**src/rtl/reg_file_scoreboard.sv**
```systemverilog
// reg_file_scoreboard: parametrised register file with a pending-load
// scoreboard, optional hardwired r0 and optional same-cycle read forwarding.
module reg_file_scoreboard #(
    parameter int DATA_WIDTH = 8,
    parameter int ADDR_WIDTH = 3,
    parameter int ZERO_REG   = 0,
    parameter int BYPASS     = 1
) (
    input  logic                  CLK,
    input  logic                  RESET,
    input  logic [DATA_WIDTH-1:0] IN,
    input  logic [ADDR_WIDTH-1:0] INADDRESS,
    input  logic                  WRITE,
    input  logic                  BUSYWAIT,
    input  logic                  PEND_SET,
    input  logic [ADDR_WIDTH-1:0] PEND_ADDR,
    input  logic                  LOAD_VALID,
    input  logic [ADDR_WIDTH-1:0] LOAD_ADDR,
    input  logic [DATA_WIDTH-1:0] LOAD_DATA,
    input  logic [ADDR_WIDTH-1:0] OUT1ADDRESS,
    input  logic [ADDR_WIDTH-1:0] OUT2ADDRESS,
    output logic [DATA_WIDTH-1:0] OUT1,
    output logic [DATA_WIDTH-1:0] OUT2,
    output logic                  HAZARD1,
    output logic                  HAZARD2,
    output logic [ADDR_WIDTH:0]   PEND_CNT
);

    localparam int DEPTH = 2 ** ADDR_WIDTH;
    localparam int CW    = ADDR_WIDTH + 1;
    localparam bit ZR    = (ZERO_REG != 0);
    localparam bit BP    = (BYPASS != 0);

    logic [DATA_WIDTH-1:0] regs [DEPTH];
    logic [DEPTH-1:0]      pend;
    logic [DEPTH-1:0]      pend_nxt;
    logic [CW-1:0]         cnt_nxt;
    logic                  wb_ok;
    logic                  set_ok;
    logic                  ld_hit;
    logic                  ld_ok;

    // Qualify each update source; reset low blocks every update and bypass.
    always_comb begin
        wb_ok  = RESET & WRITE & ~BUSYWAIT
               & ~(ZR && (INADDRESS == '0));
        set_ok = RESET & PEND_SET & ~BUSYWAIT
               & ~(ZR && (PEND_ADDR == '0));
        ld_hit = RESET & LOAD_VALID & pend[LOAD_ADDR];
        ld_ok  = ld_hit & ~(wb_ok && (INADDRESS == LOAD_ADDR));
    end

    // Next pending bits: returns and writebacks clear, a new load re-sets.
    always_comb begin
        pend_nxt = pend;
        if (RESET && LOAD_VALID) pend_nxt[LOAD_ADDR] = 1'b0;
        if (wb_ok) pend_nxt[INADDRESS] = 1'b0;
        if (set_ok) pend_nxt[PEND_ADDR] = 1'b1;
    end

    // Population count of the next pending set, registered with the bits.
    always_comb begin
        cnt_nxt = '0;
        for (int i = 0; i < DEPTH; i++) begin
            cnt_nxt = cnt_nxt + CW'(pend_nxt[i]);
        end
    end

    // Register array: writeback wins over a load return to the same slot.
    always_ff @(posedge CLK or negedge RESET) begin
        if (!RESET) begin
            for (int i = 0; i < DEPTH; i++) regs[i] <= '0;
        end else begin
            if (ld_ok) regs[LOAD_ADDR] <= LOAD_DATA;
            if (wb_ok) regs[INADDRESS] <= IN;
        end
    end

    // Scoreboard bits and their count.
    always_ff @(posedge CLK or negedge RESET) begin
        if (!RESET) begin
            pend     <= '0;
            PEND_CNT <= '0;
        end else begin
            pend     <= pend_nxt;
            PEND_CNT <= cnt_nxt;
        end
    end

    function automatic logic [DATA_WIDTH-1:0] rd_data(
        input logic [ADDR_WIDTH-1:0] a
    );
        logic [DATA_WIDTH-1:0] d;
        d = regs[a];
        if (BP && ld_hit && (a == LOAD_ADDR)) d = LOAD_DATA;
        if (BP && wb_ok && (a == INADDRESS)) d = IN;
        if (ZR && (a == '0)) d = '0;
        return d;
    endfunction

    function automatic logic rd_haz(
        input logic [ADDR_WIDTH-1:0] a
    );
        logic h;
        h = pend[a];
        if (BP && ld_hit && (a == LOAD_ADDR)) h = 1'b0;
        if (BP && wb_ok && (a == INADDRESS)) h = 1'b0;
        if (ZR && (a == '0)) h = 1'b0;
        return h;
    endfunction

    // Combinational read ports with optional forwarding.
    always_comb begin
        OUT1    = rd_data(OUT1ADDRESS);
        OUT2    = rd_data(OUT2ADDRESS);
        HAZARD1 = rd_haz(OUT1ADDRESS);
        HAZARD2 = rd_haz(OUT2ADDRESS);
    end

endmodule

```
**config.mk**
```make
export PLATFORM = sky130hd
export DESIGN_NAME = reg_file_scoreboard
export DESIGN_NICKNAME = d
export VERILOG_FILES = /design/src/rtl/reg_file_scoreboard.sv
export SDC_FILE = /design/constraint.sdc
export NUM_CORES = 1
export LEC_CHECK = 0
export CORE_ASPECT_RATIO = 1.1
export CORE_MARGIN = 10
export CORE_UTILIZATION = 56
export CTS_CLUSTER_DIAMETER = 30
export CTS_CLUSTER_SIZE = 30
export DETAILED_ROUTE_END_ITERATION = 16
export GPL_ROUTABILITY_DRIVEN = 0
export PLACE_DENSITY_LB_ADDON = 0.1
export SYNTH_ARGS = -nofsm -noshare
export SYNTH_HDL_FRONTEND = slang
export SYNTH_SLANG_ARGS = --single-unit
```
**constraint.sdc**
```tcl
create_clock -name CLK -period 4.27 [get_ports CLK]
set_clock_uncertainty 0.2 [all_clocks]
set_input_delay 0.854 -clock CLK [delete_from_list [all_inputs] [get_ports CLK]]
set_output_delay 0.854 -clock CLK [all_outputs]
set_load 0.02 [all_outputs]
```
==> results.sh <==
export IMPL_clock_fmax_ghz=0.238
export IMPL_num_rows=38
export IMPL_antenna_left=0
export IMPL_cts_tree="done"
export IMPL_antenna_found_initial=0
export IMPL_clockRootBuffer="clkbuf_8"
export IMPL_wirelength_um=20200
export IMPL_area_delta_synth_final_pct=30.4
export IMPL_first_global_vias=5612
export IMPL_peakVddDrop_uv=415
export IMPL_finish_instance_area_um2=7220
export IMPL_cellPowerDensity_nw_per_um2=389
export IMPL_multi_input_area_um2=3510
export IMPL_syn_inst=523
export IMPL_period_needed_ns=4.20
export IMPL_ys_seq_area_frac=0.344
export IMPL_final_common_cell="buf_4"
export IMPL_status="completed"
export IMPL_mappedNetlistNets=567
export IMPL_dp_hpwl_um=14600
export IMPL_grt_start_max_net_pins=45
export IMPL_critPathMaxFanout=3
export IMPL_grt_pass1_wl_um=30900
export IMPL_p_leak_uw=0.00323
export IMPL_syn_cell_area_um2=5540
export IMPL_crit_required_ns=4.33
export IMPL_port_buffers=58
export IMPL_worstMarginPinSlew_ns=0.760
export IMPL_crit_type="input pin to register"
export IMPL_final_net_count=693
export IMPL_fillCellCount=698
export IMPL_cp_arrival_ns=4.26
export IMPL_drive_gt1_frac=0.331
export IMPL_finalSetupViolCount=0
export IMPL_via_per_inst=7.09
export IMPL_placeableCoreArea_um2=9750
export IMPL_cp_end_kind="register"
export IMPL_drt_drc_violations_left=0
export IMPL_num_io_pins=59
export IMPL_firstDrtPassIters=6
export IMPL_synth_top_area_share=0.344
export IMPL_post_drt_wl_per_cell_um=26.2
export IMPL_maxCapViolCount=0
export IMPL_setup_tns_ns=0
export IMPL_grt_ovfl_total=0
export IMPL_clkTransAtPathRegs_ns=0.08
export IMPL_cts_buffers=9
export IMPL_clock_sinks=76
export IMPL_clk_latency_ns=0.36
export IMPL_placed_cell_area_um2=6860
export IMPL_synth_top_flop_cell="dfrtp_1"
export IMPL_die_h_um=124
export IMPL_synth_edf_count=0
export IMPL_start_util=0.568
export IMPL_slew_violations=0
export IMPL_seq_area_um2=1900
export IMPL_hold_viol_final=0
export IMPL_die_area_um2=14300
export IMPL_synthArstFlopShare=1.00
export IMPL_clock_path_buffers=2
export IMPL_slew_headroom=0.493
export IMPL_synth_distinct_cells=48
export IMPL_n_antenna_cell=0
export IMPL_die_w_um=115
export IMPL_cp_start_kind="input pin"
export IMPL_syn_area_per_cell_um2=10.6
export IMPL_finalCritPeriodShare=0.983
export IMPL_synthTopCellsByArea="dfrtp_1, mux4_2, a221o_1, nor3_1, mux2i_1"
export IMPL_drtIter0Drc=749
export IMPL_synth_seq_cells=76
export IMPL_h_tree_depth=3
export IMPL_grt_usage=0.276
export IMPL_ys_warn_count=0
export IMPL_vias=5473
export IMPL_hold_class="register to register"
export IMPL_layout_common_cells="buf_4, dfrtp_1, nor3_1, a221o_1, nand2_1"
export IMPL_yosys_area_top_type="dfrtp_1"
==> where the power goes <==
group	leakage (uW)	internal (uW)	switching [uW]	total, uW
sequential	0.000975	922	171	1090
combinational	0.00216	630	536	1170
clock	0.0000942	279	270	550
==> area by class of cell <==
cell class                 instances  area share
inverter                          15     0.00780
multi-input combinational        387       0.486
clock buffer                      10      0.0191
clock inverter                     4     0.00711
sequential                        76       0.263
timing repair buffer             160       0.196
tap                              120      0.0208
==> cell usage after synthesis, drive strengths merged, types with 2 or more instances <==
cell type and count:
o211ai 13, mux4 36, a21oi 7, nor4 14
a211oi 2, or4 3, buf 27, nand3b 3
nand2b 13, nor2b 3, nand3 10, fa 4
mux2i 22, inv 15, o22ai 6, nand2 42
and2 13, o21ai 23, mux2 16, ha 3
a211o 6, nor3 55, or2 2, a221o 50
xor2 15, clkbuf 18, o31ai 3, nor2 12
dfrtp 76
==> routing by layer <==
layer | track usage | routed length [um] | vias to the layer above
li1 | - | - | 2304
met1 | 0.345 | 7300 | 2631
met2 | 0.418 | 9400 | 434
met3 | 0.0785 | 2380 | 104
met4 | 0.151 | 1160 | 0
met5 | 0 | 0 | -
==> cells by family after synthesis <==
kind of cell	count (synthesis)	synth area share
flops	76	0.344
fa+ha+maj	7	0.0212
buf+inv	60	0.0461
mux	74	0.219
simple gates	174	0.163
xor+xnor	16	0.0253
compound gates	116	0.182
==> per-stage QoR <==
step	setup slack [ns]	cells	hold WS, ns	total power [uW]	util
floorplan	-0.0589	523	0.270	1780	-
global placement	-0.399	744	0.285	2210	0.703
detailed placement	-0.482	744	0.304	2260	0.703
CTS	0.00824	761	0.320	2770	0.728
global route	-0.0161	772	0.346	2950	0.741
finish	0.0731	772	0.324	2810	0.741
==> worst max-delay path, stage by stage <==
cell and delay, ns:
clkdlybuf4s50_1 0.52, nand2b_4 0.16, nor2_4 0.05, o21a_1 0.21, fa_1 0.51, inv_2 0.04
fa_1 0.55, inv_2 0.04, fa_1 0.44, inv_1 0.07, ha_2 0.19, inv_2 0.05
fa_2 0.55, inv_1 0.03
==> sequential cells by signal, indices dropped and copies added, names as in the netlist <==
signal and count:
PEND_CNT 4, pend 8, regs 64
==> worst paths after layout <==
| check | slack, ns | from | cells past startpoint | endpoint |
|---|---|---|---|---|
| max reg2reg | 0.75 | pend[1]$_DFF_PN0_ | 13 | PEND_CNT[1]$_DFF_PN0_ |
| max in group asynchronous | 2.51 | RESET | 3 | regs[29]$_DFF_PN0_ |
| max | 0.07 | INADDRESS[2] | 14 | PEND_CNT[1]$_DFF_PN0_ |
| min in group asynchronous | 0.42 | RESET | 2 | regs[27]$_DFF_PN0_ |
| min reg2reg | 0.32 | regs[9]$_DFF_PN0_ | 1 | regs[9]$_DFF_PN0_ |
| min | 0.32 | regs[9]$_DFF_PN0_ | 1 | regs[9]$_DFF_PN0_ |
==> repair_timing <==
| item | CTS | global route |
|---|---|---|
| endpoints found under the hold margin | 0 | 0 |
| hold buffers | 0 | 0 |
| pin swaps | 3 | 12 |
| setup buffers | 3 | 10 |
| gates cloned | 0 | 1 |
| endpoints found under the setup margin | 20 | 17 |
| resized for setup | 30 | 38 |
Power figures use the tool's default switching activity.
